===== src/rtl/if_prefetch_if.sv =====
// Bundles the instruction-memory handshake and the fetch-stage signals of the
// prefetch unit. The master side is the prefetch unit itself.
interface if_prefetch_if #(
    parameter int unsigned DEPTH = 4
) ();
    localparam int unsigned CW = $clog2(DEPTH) + 1;

    logic          mem_req;
    logic [31:0]   mem_addr;
    logic          mem_ack;
    logic [31:0]   mem_rdata;
    logic          hold;
    logic          redirect;
    logic [31:0]   redirect_pc;
    logic [31:0]   inst;
    logic [31:0]   pc;
    logic [31:0]   pc4;
    logic          valid;
    logic [CW-1:0] count;

    modport master (
        output mem_req, mem_addr, inst, pc, pc4, valid, count,
        input  mem_ack, mem_rdata, hold, redirect, redirect_pc
    );

    modport slave (
        input  mem_req, mem_addr, inst, pc, pc4, valid, count,
        output mem_ack, mem_rdata, hold, redirect, redirect_pc
    );
endinterface


===== src/rtl/if_prefetch.sv =====
// Instruction prefetch unit: fetches sequential words from a req/ack memory
// port into a small FIFO feeding the IF stage, honouring stall and redirect.
module if_prefetch #(
    parameter int unsigned DEPTH    = 4,
    parameter logic [31:0] RESET_PC = 32'd0
) (
    input  logic          clk,
    input  logic          reset,
    if_prefetch_if.master bus
);
    localparam int unsigned PW = $clog2(DEPTH);
    localparam int unsigned CW = PW + 1;

    typedef enum logic [1:0] {IDLE, REQ, DROP} state_t;

    state_t        state, state_n;
    logic          mem_req_q, mem_req_n;
    logic [31:0]   mem_addr_q, mem_addr_n;
    logic [31:0]   fetch_pc, fetch_pc_n;
    logic [PW-1:0] rd_ptr, wr_ptr;
    logic [CW-1:0] count_q, count_n;
    logic [31:0]   pc_mem   [DEPTH];
    logic [31:0]   inst_mem [DEPTH];
    logic          push, pop, room, valid;
    logic [31:0]   new_pc;

    assign new_pc  = {bus.redirect_pc[31:2], 2'b00};
    assign valid   = (count_q != '0);
    assign push    = (state == REQ) && bus.mem_ack && !bus.redirect;
    assign pop     = valid && !bus.hold && !bus.redirect;
    assign count_n = bus.redirect ? '0 : count_q + CW'(push) - CW'(pop);
    // Only request another word if it is guaranteed a free slot when it lands
    assign room    = (count_n < CW'(DEPTH));

    // Next-state and request logic
    always_comb begin
        state_n    = state;
        mem_req_n  = mem_req_q;
        mem_addr_n = mem_addr_q;
        fetch_pc_n = fetch_pc;
        case (state)
            IDLE: begin
                if (bus.redirect) begin
                    fetch_pc_n = new_pc;
                end else if (room) begin
                    state_n    = REQ;
                    mem_req_n  = 1'b1;
                    mem_addr_n = fetch_pc;
                end
            end
            REQ: begin
                if (bus.mem_ack) begin
                    if (bus.redirect) begin
                        fetch_pc_n = new_pc;
                        mem_addr_n = new_pc;
                    end else begin
                        fetch_pc_n = fetch_pc + 32'd4;
                        if (room) begin
                            mem_addr_n = fetch_pc + 32'd4;
                        end else begin
                            state_n   = IDLE;
                            mem_req_n = 1'b0;
                        end
                    end
                end else if (bus.redirect) begin
                    state_n    = DROP;
                    fetch_pc_n = new_pc;
                end
            end
            DROP: begin
                // The abandoned request must be held until it is acked
                if (bus.redirect) begin
                    fetch_pc_n = new_pc;
                end
                if (bus.mem_ack) begin
                    state_n    = REQ;
                    mem_addr_n = bus.redirect ? new_pc : fetch_pc;
                end
            end
            default: begin
                state_n   = IDLE;
                mem_req_n = 1'b0;
            end
        endcase
    end

    // FSM and request registers
    always_ff @(posedge clk or posedge reset) begin
        if (reset) begin
            state      <= IDLE;
            mem_req_q  <= 1'b0;
            mem_addr_q <= RESET_PC;
            fetch_pc   <= RESET_PC;
        end else begin
            state      <= state_n;
            mem_req_q  <= mem_req_n;
            mem_addr_q <= mem_addr_n;
            fetch_pc   <= fetch_pc_n;
        end
    end

    // FIFO pointers and occupancy
    always_ff @(posedge clk or posedge reset) begin
        if (reset) begin
            rd_ptr  <= '0;
            wr_ptr  <= '0;
            count_q <= '0;
        end else if (bus.redirect) begin
            rd_ptr  <= '0;
            wr_ptr  <= '0;
            count_q <= '0;
        end else begin
            if (push) begin
                wr_ptr <= wr_ptr + PW'(1);
            end
            if (pop) begin
                rd_ptr <= rd_ptr + PW'(1);
            end
            count_q <= count_n;
        end
    end

    // FIFO storage; contents are only observable through the valid-gated head
    always_ff @(posedge clk) begin
        if (push) begin
            pc_mem[wr_ptr]   <= mem_addr_q;
            inst_mem[wr_ptr] <= bus.mem_rdata;
        end
    end

    assign bus.mem_req  = mem_req_q;
    assign bus.mem_addr = mem_addr_q;
    assign bus.valid    = valid;
    assign bus.count    = count_q;
    assign bus.inst     = valid ? inst_mem[rd_ptr] : 32'd0;
    assign bus.pc       = valid ? pc_mem[rd_ptr] : 32'd0;
    assign bus.pc4      = valid ? pc_mem[rd_ptr] + 32'd4 : 32'd0;
endmodule


===== src/flat_wrapper.sv =====
// flat-port wrapper written by rule: the top's interface ports become plain ports
module if_prefetch_flat 
#(
    parameter int unsigned DEPTH    = 4,
    parameter logic [31:0] RESET_PC = 32'd0
)
  (clk, reset, bus_mem_req, bus_mem_addr, bus_inst, bus_pc, bus_pc4, bus_valid, bus_count, bus_mem_ack, bus_mem_rdata, bus_hold, bus_redirect, bus_redirect_pc);
  if_prefetch_if #(.DEPTH(DEPTH)) bus_i ();
  input  logic clk;
  input  logic reset;
  output wire logic [$bits(bus_i.mem_req)-1:0] bus_mem_req;
  output wire logic [$bits(bus_i.mem_addr)-1:0] bus_mem_addr;
  output wire logic [$bits(bus_i.inst)-1:0] bus_inst;
  output wire logic [$bits(bus_i.pc)-1:0] bus_pc;
  output wire logic [$bits(bus_i.pc4)-1:0] bus_pc4;
  output wire logic [$bits(bus_i.valid)-1:0] bus_valid;
  output wire logic [$bits(bus_i.count)-1:0] bus_count;
  input wire logic [$bits(bus_i.mem_ack)-1:0] bus_mem_ack;
  input wire logic [$bits(bus_i.mem_rdata)-1:0] bus_mem_rdata;
  input wire logic [$bits(bus_i.hold)-1:0] bus_hold;
  input wire logic [$bits(bus_i.redirect)-1:0] bus_redirect;
  input wire logic [$bits(bus_i.redirect_pc)-1:0] bus_redirect_pc;
  assign bus_mem_req = bus_i.mem_req;
  assign bus_mem_addr = bus_i.mem_addr;
  assign bus_inst = bus_i.inst;
  assign bus_pc = bus_i.pc;
  assign bus_pc4 = bus_i.pc4;
  assign bus_valid = bus_i.valid;
  assign bus_count = bus_i.count;
  assign bus_i.mem_ack = bus_mem_ack;
  assign bus_i.mem_rdata = bus_mem_rdata;
  assign bus_i.hold = bus_hold;
  assign bus_i.redirect = bus_redirect;
  assign bus_i.redirect_pc = bus_redirect_pc;
  if_prefetch #(.DEPTH(DEPTH), .RESET_PC(RESET_PC)) u_core (.clk(clk), .reset(reset), .bus(bus_i));
endmodule

===== config.mk =====
export PLATFORM = sky130hd
export DESIGN_NAME = if_prefetch_flat
export DESIGN_NICKNAME = d
export VERILOG_FILES = /design/src/rtl/if_prefetch_if.sv /design/src/rtl/if_prefetch.sv /design/src/flat_wrapper.sv
export SDC_FILE = /design/constraint.sdc
export NUM_CORES = 1
export LEC_CHECK = 0
export BUFFER_PORTS_ARGS = -buffer_cell sky130_fd_sc_hd__buf_2
export CAP_MARGIN = 20
export CORE_MARGIN = 2
export CORE_UTILIZATION = 63
export CTS_CLUSTER_DIAMETER = 60
export CTS_CLUSTER_SIZE = 25
export DETAILED_ROUTE_END_ITERATION = 7
export PLACE_DENSITY_LB_ADDON = 0.15
export SLEW_MARGIN = 10
export SYNTH_ARGS = -nofsm -noshare
export SYNTH_HDL_FRONTEND = slang
export SYNTH_SLANG_ARGS = --single-unit

===== constraint.sdc =====
create_clock -name clk -period 10.8 [get_ports clk]
set_input_delay 0.54 -clock clk [delete_from_list [all_inputs] [get_ports clk]]
set_output_delay 0.54 -clock clk [all_outputs]
set_load 0.1 [all_outputs]

## Yosys cells after proc, flatten, opt, wreduce, memory -nomap -nowiden

Memory sizes are Yosys's and may differ from the RTL's.
Cells that the tools add are included.

- Register bits after elaboration: 74
- Bits in writable memories: 256
- Output and inout port bits: 133
- Word-level logic and storage cells: 81
- Memories kept: 2

Memory list:

| name | depth | width | read ports | clocked after memory_dff | write ports | line | source |
|---|---|---|---|---|---|---|---|
| u_core.inst_mem | 4 | 32 | 1 | 0 | 1 | if_prefetch.sv:23 | `logic [31:0] inst_mem [DEPTH];` |
| u_core.pc_mem | 4 | 32 | 1 | 0 | 1 | if_prefetch.sv:22 | `logic [31:0] pc_mem [DEPTH];` |

- Add/sub/neg operators: 6
- $lt $le $gt $ge: 1
- Equal/unequal tests: 12
- Mux-type cells: 36
- Bitwise operators: 1
- Reduce and logical (&&, ||, !) cells: 16

Operators with widths:

| operator | number |
|---|---|
| two-way mux 32 bit | 12 |
| one-hot mux 32 bit (3 select lines) | 1 |
| adder 32 x 3 -> 32 bit, second input constant | 2 |
| one-hot mux 32 bit (2 select lines) | 1 |
| two-way mux 2 bit | 11 |
| AND reduction 6 bit | 3 |
| inequality test 2 bit, second input constant | 5 |
| inequality test 3 bit, second input constant | 3 |
| two-way mux 1 bit | 7 |
| two-way mux 3 bit | 2 |
| one-hot mux 2 bit (3 select lines) | 1 |
| nonzero test 2 bit | 3 |
| nonzero test 3 bit | 2 |
| adder 2 x 1 -> 2 bit, second input constant | 2 |
| logical AND 1 bit | 4 |
| adder 3 x 1 -> 3 bit | 1 |
| < comparator 3 bit, second input constant | 1 |
| inequality test 3 x 2 -> 1 bit, second input constant | 1 |
| one-hot mux 1 bit (3 select lines) | 1 |
| subtractor 3 x 1 -> 3 bit | 1 |
| == test 2 x 1 -> 1 bit, second input constant | 1 |
| == test 2 bit, second input constant | 1 |
| logical NOT 1 bit | 2 |
| logical NOT 2 bit | 1 |
| other kinds (3) | 3 |

## Longest topological paths before layout

Gate-level depths: netlist of the first run.

- Word-level depth: 11
- Gate-level depth with buffers: 17
- Mapped depth without buffers: 13

## Worst setup path after synthesis of the first run

No wires, ideal clock.

- Kind: input to register
- From: input port bus_redirect
- To: register u_core.mem_addr_q[29] (netlist: u_core.bus.mem_addr[29])
- Arrival time: 3909 ps
- Data required time: 10667 ps
- Slack: 6758 ps
- Stages: 17
- Buffers on the path: 5
- Cell sequence: buf_1 -> clkbuf_1 -> buf_1 -> nor3_1 -> ha_1 -> inv_1 -> ha_1 -> inv_1 -> fa_1 -> xnor2_1 -> xor2_1 -> o21ai_0 -> a221o_1 -> clkbuf_1 -> clkbuf_1 -> a221oi_1 -> o22ai_1

- Cells in the longest elaborated chain, start to end: 8
- Elaborated cells between the ends (all ways): 16
- Classes of those cells: 2 x add/sub; 1 x order compare; 3 x eq/ne; 6 x mux; 4 x reduce/logical

Ends and longest elaborated chain:

| element | line | source |
|---|---|---|
| start: declaration | flat_wrapper.sv:21 | `input wire logic [$bits(bus_i.redirect)-1:0] bus_redirect;` |
| logical NOT 1 bit | if_prefetch.sv:29, if_prefetch.sv:30 |  |
| logical AND 1 bit | if_prefetch.sv:29 | `assign push = (state == REQ) && bus.mem_ack && !bus.redirect;` |
| adder 3 x 1 -> 3 bit | if_prefetch.sv:31 | `assign count_n = bus.redirect ? '0 : count_q + CW'(push) - CW'(pop);` |
| subtractor 3 x 1 -> 3 bit | if_prefetch.sv:31 |  |
| two-way mux 3 bit | if_prefetch.sv:31 |  |
| < comparator 3 bit | if_prefetch.sv:33 | `assign room = (count_n < CW'(DEPTH));` |
| inequality test 3 x 2 -> 1 bit (no line) or inequality test 2 x 1 -> 1 bit (tied branches) | -- |  |
| AND reduction 6 bit (no line) | -- |  |
| end signal: assignment | if_prefetch.sv:97 | `mem_addr_q <= mem_addr_n;` |
| end: declaration | if_prefetch.sv:18 | `logic [31:0] mem_addr_q, mem_addr_n;` |

Several ways; a longest one is shown, not always the timed one. The select of a mux whose other input is x is not followed.
A chain may end at the register's enable or synchronous reset.

## Worst setup path in the final report of the first run

- From: register u_core.rd_ptr[0]
- To: output port bus_pc4[31]

- Cells in the longest elaborated chain, start to end: 3

Ends and longest elaborated chain:

| element | line | source |
|---|---|---|
| start: declaration | if_prefetch.sv:20 | `logic [PW-1:0] rd_ptr, wr_ptr;` |
| start signal: assignment | if_prefetch.sv:117 | `rd_ptr <= rd_ptr + PW'(1);` |
| memory read (4 x 32 bit) | -- |  |
| adder 32 x 3 -> 32 bit | if_prefetch.sv:137 | `assign bus.pc4 = valid ? pc_mem[rd_ptr] + 32'd4 : 32'd0;` |
| two-way mux 32 bit | if_prefetch.sv:137 |  |
| end: declaration | flat_wrapper.sv:15 | `output wire logic [$bits(bus_i.pc4)-1:0] bus_pc4;` |

No other way between the ends.

==> summary.txt, run 1 <==
Drt pass-1 iters: 6
Setup bufs post-CTS: 0
Final Hold Viols: 0
Dpl hpwl: 23.0 mm
Clock tree buffer depth: 3
Crit. End Element: output port
Core footprint: 0.0242 mm2
Area contributors post-synth: edfxtp_1 (50%), dfrtp_1 (12%), mux4_2 (7.3%), and2_1 (2.7%), nor2_1 (2.4%)
Fin crit share: 45.8%
Status: complete, no violations
Clock latency on the worst-skew pair: 0.55 ns
Yosys Warn Count: 0
Placer Congestion: 0.921
Crit path required time: 10.26 ns
Slowest stage delay, CP: 0.83 ns
Tot GR Track Use: 28.0%
Share of layout cells above drive strength 1: 25.7%
Max Cap Viol: 0
Top FF cell, synth: edfxtp_1
CTS tree: done
Detail Route Antenna Nets: 0
Reg-to-reg endpoint: u_core.inst_mem[1][1]
Worst-Margin Slew: 1.09 ns
Syn avg cell area: 13.5 um2
First-pass GRT wire length: 56.8 mm
Vias per cell: 6.35
Row cnt: 57
Flops & latches, synth: 330
Initial antenna violation count: 2
Hold Path Sink: u_core.inst_mem[0][26]
Io pins: 202
Unrepaired setup endpoints after global routing: false
Detailed-route DRC error count: 0
Relative slew slack: 26.9%
PostCTS Resize Cnt: 0
Die area: 0.0259 mm2
CP startpoint kind: flop
Fin. max-slew vios: 0
Setup violations, final: 0
Area growth, synth to finish: 13.6%
Via count: 10500
Sequential-to-total area share from yosys stat: 61.4%
Vias in the first global route: 9964
F_max: 202 MHz
CP Data Arrival Time: 4.41 ns
Commonest non-fill, non-tap cell in the layout: edfxtp_1
Initial core utilization: 64.0%
DRT Wirelength: 36.4 mm
Hold_buf cts: 0
Most frequent cells in the layout: edfxtp_1 (256), buf_2 (199), nor2_1 (101)
Die Span Y: 161 um
Post-synth EDFFs: 256
Crit Reg-Reg Startpoint: u_core.state[1]
Cell Area, Synth: 0.0155 mm2
Clk sinks: 330
Crit Path Category: reg2out
Cell taking the most area after synthesis: edfxtp_1
Cell count after synthesis: 1147
Slowest CP cell: dfrtp_4
Root Buffer: clkbuf_16
CP cell instances: buf_4 > mux4_1 > nand4_4 > nor4b_4 > nand3_1 > xor2_1 > nor2_1 > buf_2
Min Tclk post-route: 4.95 ns
Min-delay src: bus_mem_rdata[26]
Yosys top cell area share: 49.5%
Chip Width: 161 um
Clk_skew: 0.0169 ns
FFs w/ async S/R, synth: 22.4%
H-tree Lvls: 1
Hold Crit Class: in2reg
Number of nets in the layout: 1392
Grt total ovfl: 0
Avg WL per Cell: 22.0 um
TritonCTS Buffers: 26
Setup TNS: 0 ns
Clock Pin Slew Worst Setup and Hold Paths: 0.09 ns
Syn nets: 1229
Max Fanout on Critical Path: 34
Reg-to-reg setup timing slack: 6.84 ns
WHS Path Cells: 1
Library cells used by synthesis: 81
IO Port Bufs: 199
Largest net degree at the start of global routing: 75
Worst R2R Path Depth: 7
First-iteration detailed-routing DRC count: 1237
Ant. Diodes: 0
==> worst max-delay path, delay by kind of cell (launching register included) <==
family	cells	cell delay, ns
buffers and inverters	2	1.09
DFF	1	0.83
xor gates and xnor gates	1	0.22
muxes	1	0.49
and+or+nand+nor	4	1.20
==> metrics by stage <==
stage	worst slack (ns)	instance area, um2	instances	utilization, %	hold WS [ns]
detailed placement	6.07	16700	1606	68.7	0.476
global placement	6.16	16700	1606	68.7	0.470
finish	5.85	17600	1654	72.7	0.196
floorplan	6.76	15500	1147	-	0.453
CTS	5.73	17600	1654	72.7	0.174
global route	5.54	17600	1654	72.7	0.166
==> logic make-up after synthesis <==
logic type,synth area share [%]
flops,61.4
mux,10.1
buf+inv,3.12
compound gates,9.30
fa+ha+maj,1.10
xor+xnor,2.88
simple gates,12.1
==> cells in the mapped netlist (4+ instances only) <==
master / instances
nand2_1: 72
a32oi_1: 5
clkbuf_1: 45
xnor2_1: 18
inv_1: 20
a211oi_1: 5
edfxtp_1: 256
a22oi_1: 9
nand4_1: 19
a21oi_1: 49
a221oi_1: 9
xor2_1: 33
and3_1: 18
a221o_1: 7
o22a_1: 8
nor3_1: 15
o21ai_0: 73
a31oi_1: 10
dfrtp_1: 74
buf_2: 12
mux4_2: 50
mux4_1: 14
buf_1: 12
and2_1: 67
mux2i_1: 6
nand3_1: 32
o22ai_1: 9
ha_1: 12
nor2_1: 101
clkbuf_8: 4
==> state kept, by name (all words and copies together) (netlist names) <==
register / cells
u_core.wr_ptr: 2
u_core.inst_mem: 128
u_core.rd_ptr: 2
u_core.bus.count: 3
u_core.pc_mem: 128
u_core.state: 2
u_core.fetch_pc: 32
u_core.bus.mem_req: 1
u_core.bus.mem_addr: 32
==> worst max-delay path by stage <==
stage / start / endpoint
detailed placement: bus_redirect / u_core.bus.mem_addr[9]
floorplan: bus_redirect / u_core.bus.mem_addr[29]
global placement: bus_redirect / u_core.bus.mem_addr[9]
CTS: u_core.rd_ptr[0] / bus_pc4[31]
global route: u_core.rd_ptr[0] / bus_pc4[31]
finish: u_core.rd_ptr[0] / bus_pc4[31]
==> final cells by class <==
type                            count  area [um2]
Clock inverter                     16         245
Tap cell                          324         405
Sequential cell                   330        9540
Fill cell                        1582        6610
Clock buffer                       32         726
Timing Repair Buffer              215        1120
Multi-Input combinational cell    716        5520
Inverter                           21        78.8
==> layer usage <==
layer	vias to the layer above	GRT usage (%)	part of all wire (%)
met5	-	0	0.041
met4	2	7.02	2.5
met1	5226	40.0	41
li1	4701	-	-
met3	64	4.01	7.2
met2	514	46.5	49
Power of run 1 is left out: the tool's default activity adds up to more than one toggle a clock period on the data nets, which glitch-free logic cannot reach.
==> inputs of run 2 (changes only) <==
--- a/config.mk
+++ b/config.mk
@@ -5,10 +5,11 @@
 export SDC_FILE = /design/constraint.sdc
 export NUM_CORES = 1
 export LEC_CHECK = 0
+export ABC_AREA = 1
 export BUFFER_PORTS_ARGS = -buffer_cell sky130_fd_sc_hd__buf_2
 export CAP_MARGIN = 20
 export CORE_MARGIN = 2
-export CORE_UTILIZATION = 63
+export CORE_UTILIZATION = 59
 export CTS_CLUSTER_DIAMETER = 60
 export CTS_CLUSTER_SIZE = 25
 export DETAILED_ROUTE_END_ITERATION = 7
==> constraint.sdc (replaced) <==
create_clock -name clk -period 4.62 [get_ports clk]
set_input_delay 0.231 -clock clk [delete_from_list [all_inputs] [get_ports clk]]
set_output_delay 0.231 -clock clk [all_outputs]
set_load 0.1 [all_outputs]
==> summary.txt, run 2 <==
Status: complete, no violations
Post-synth EDFFs: 256 (unchanged)
Area contributors post-synth: edfxtp_1 (46%), nand2_1 (13%), dfrtp_1 (11%), nor2_1 (8.0%), o21ai_0 (4.5%)
Initial antenna violation count: 0 (-2)
Clock latency on the worst-skew pair: 0.57 ns (+0.02 ns)
Hold_buf cts: 35 (+35)
Post-synthesis xor/xnor area fraction: 0.572% (-2.3 points)
Min Tclk post-route: 4.04 ns
First-iteration detailed-routing DRC count: 1546 (+25%)
Post-Synth Simple-Gate Area: 26.3% (+14 points)
Max Fanout on Critical Path: 73 (+110%)
DRT Wirelength: 44.4 mm (+22%)
IO Port Bufs: 199 (unchanged)
CTS tree: done
Sequential-to-total area share from yosys stat: 56.6% (-4.8 points)
Finished Cell Area: 0.0194 mm2 (+10%)
Yosys top cell area share: 45.6% (-3.9 points)
Crit Path Category: reg2out
CP cell instances: inv_6 > buf_4 > nand2_1 > nand2_1 > nand2_1 > nand2_1 > nand2_1 > nor2_1 > nand2_1 > nor2_1 > nand2_1 > nand2_1 > nand2_1 > nor2_1 > buf_2
Flops & latches, synth: 330 (unchanged)
CP startpoint kind: flop
Fin. max-slew vios: 0 (unchanged)
Vias in the first global route: 13800 (+38%)
Hold Crit Class: in2reg
Slowest CP cell: dfrtp_4
Via count: 14600 (+39%)
Core footprint: 0.0279 mm2 (+15%)
CP Data Arrival Time: 3.81 ns (-0.60 ns)
Worst path most repeated cell: nand2_1
Crit. End Element: output port
Syn avg cell area: 8.42 um2 (-38%)
Multiplexer area fraction after synthesis: 0% (-10 points)
Number of nets in the layout: 2267 (+63%)
Avg WL per Cell: 17.2 um (-22%)
Grt total ovfl: 0 (unchanged)
Tot GR Track Use: 29.4% (+1.3 points)
Largest family of logic cells by synthesized area: simple AND/OR/NAND/NOR gates
Placer Congestion: 0.927 (+0.61%)
Row cnt: 61 (+7.0%)
Syn nets: 2083 (+69%)
Cell taking the most area after synthesis: edfxtp_1
First-pass GRT wire length: 70.7 mm (+24%)
Detailed-route DRC error count: 0 (unchanged)
Top FF cell, synth: edfxtp_1
Most common cell in the netlist: nand2_1
Yosys Warn Count: 0 (unchanged)
Synth top cells by count: nand2_1 (584), nor2_1 (361), edfxtp_1 (256)
Setup bufs post-CTS: 0 (unchanged)
Cell count after synthesis: 2001 (+74%)
Biggest regs: u_core.inst_mem: 128 flops, u_core.pc_mem: 128 flops
Drt pass-1 iters: 6 (unchanged)
Adder-Cell Fraction of Synth Area: 1.01% (-0.086 points)
PostCTS Resize Cnt: 0 (unchanged)
Clk_skew: 0.0184 ns (+0.00154 ns)
Max Cap Viol: 0 (unchanged)
Largest net degree at the start of global routing: 89 (+19%)
Chip Width: 173 um (+7.5%)
FFs w/ async S/R, synth: 22.4% (unchanged)
Setup TNS: 0 ns (unchanged)
Ant. Diodes: 0 (unchanged)
Area growth, synth to finish: 15.2%
Unrepaired setup endpoints after global routing: false
Clock Pin Slew Worst Setup and Hold Paths: 0.08 ns (about the same)
Relative slew slack: 39.9% (+13 points)
Detail Route Antenna Nets: 0 (unchanged)
DP Area: 0.0181 mm2 (+8.7%)
Slowest stage delay, CP: 0.64 ns (-0.19 ns)
Dpl hpwl: 28.9 mm (+26%)
Compound-gate portion of the synthesized area: 9.82% (+0.52 points)
H-tree Lvls: 1 (unchanged)
Fin util: 69.5% (-3.3 points)
Setup violations, final: 0 (unchanged)
Vias per cell: 5.67 (-11%)
Clock tree buffer depth: 3 (unchanged)
Commonest non-fill, non-tap cell in the layout: nand2_1
Cell Area, Synth: 0.0169 mm2 (+8.5%)
Most frequent cells in the layout: nand2_1 (583), nor2_1 (356), edfxtp_1 (256)
Reg-to-reg setup timing slack: 0.74 ns (-6.10 ns)
Crit path required time: 4.39 ns (-5.87 ns)
Library cells used by synthesis: 42 (-48%)
Final Hold Viols: 0 (unchanged)
F_max: 247 MHz
Die area: 0.0299 mm2 (+15%)
Fin crit share: 87.5%
Clk sinks: 330 (unchanged)
Io pins: 202 (unchanged)
Initial core utilization: 60.3% (-3.7 points)
Share of layout cells above drive strength 1: 13.7% (-12 points)
TritonCTS Buffers: 25 (-3.8%)
Die Span Y: 173 um (+7.5%)
Worst-Margin Slew: 0.899 ns (-0.194 ns)
Root Buffer: clkbuf_16
==> run 2: changes by cell type in the layout (fill, tap and decap cells not counted), moves of 13 or more <==
cell and delta:
a21oi_1 +85, and2_1 -67, and3_1 -13, dlygate4sd3_1 +35
inv_1 +94, mux4_1 -14, mux4_2 -50, nand2_1 +511
nand3_1 +77, nor2_1 +255, o21ai_0 +79, xnor2_1 -17
xor2_1 -23
==> run 2: path summary, 6_finish.rpt <==
check | from | endpoint | depth (start not counted)
max reg2reg | u_core.state[1] | u_core.bus.mem_addr[5] | 16
min in group asynchronous | reset | u_core.bus.mem_addr[0] | 3
max in group asynchronous | reset | u_core.rd_ptr[0] | 4
max | u_core.rd_ptr[0] | bus_pc4[31] | 15
min reg2reg | u_core.fetch_pc[31] | u_core.fetch_pc[31] | 2
min | bus_mem_ack | u_core.state[1] | 4
==> run 2: layout make-up <==
type	count	area, um2
Inverter	121	459
Timing Repair Buffer	259	1600
Clock buffer	26	629
Tap cell	378	473
Clock inverter	20	312
Fill cell	2234	8530
Multi-Input combinational cell	1448	6390
Sequential cell	330	9540
==> run 2: layer usage <==
metal | routed length (um) | global-route usage [%]
met4 | 1110 | 9.89
met2 | 21300 | 48.6
met1 | 18500 | 40.3
met5 | 0 | 0
met3 | 3520 | 3.98
==> run 2: critical path, delay by kind of cell (launching register included) <==
| kind | cells | cell delay, ns |
|---|---|---|
| buffers and inverters | 3 | 1.49 |
| DFF | 1 | 0.64 |
| and+or+nand+nor | 12 | 1.08 |
==> run 2: cell families (layout without fill, tap and decap cells) <==
| logic type | after synthesis | count (layout) |
|---|---|---|
| simple gates | 1107 | 1107 |
| flops | 330 | 330 |
| compound gates | 317 | 317 |
| buf+inv | 223 | 426 |
| fa+ha+maj | 13 | 13 |
| xor+xnor | 11 | 11 |
==> run 2: through the flow <==
stage | hold WS [ns] | setup slack [ns] | cells
floorplan | 0.330 | 0.215 | 2001
global placement | 0.443 | 1.00 | 2501
detailed placement | 0.445 | 0.828 | 2501
CTS | 0.0388 | 0.602 | 2582
global route | 0.0765 | 0.234 | 2582
finish | 0.0567 | 0.579 | 2582
Power of run 2 is left out for the same reason.
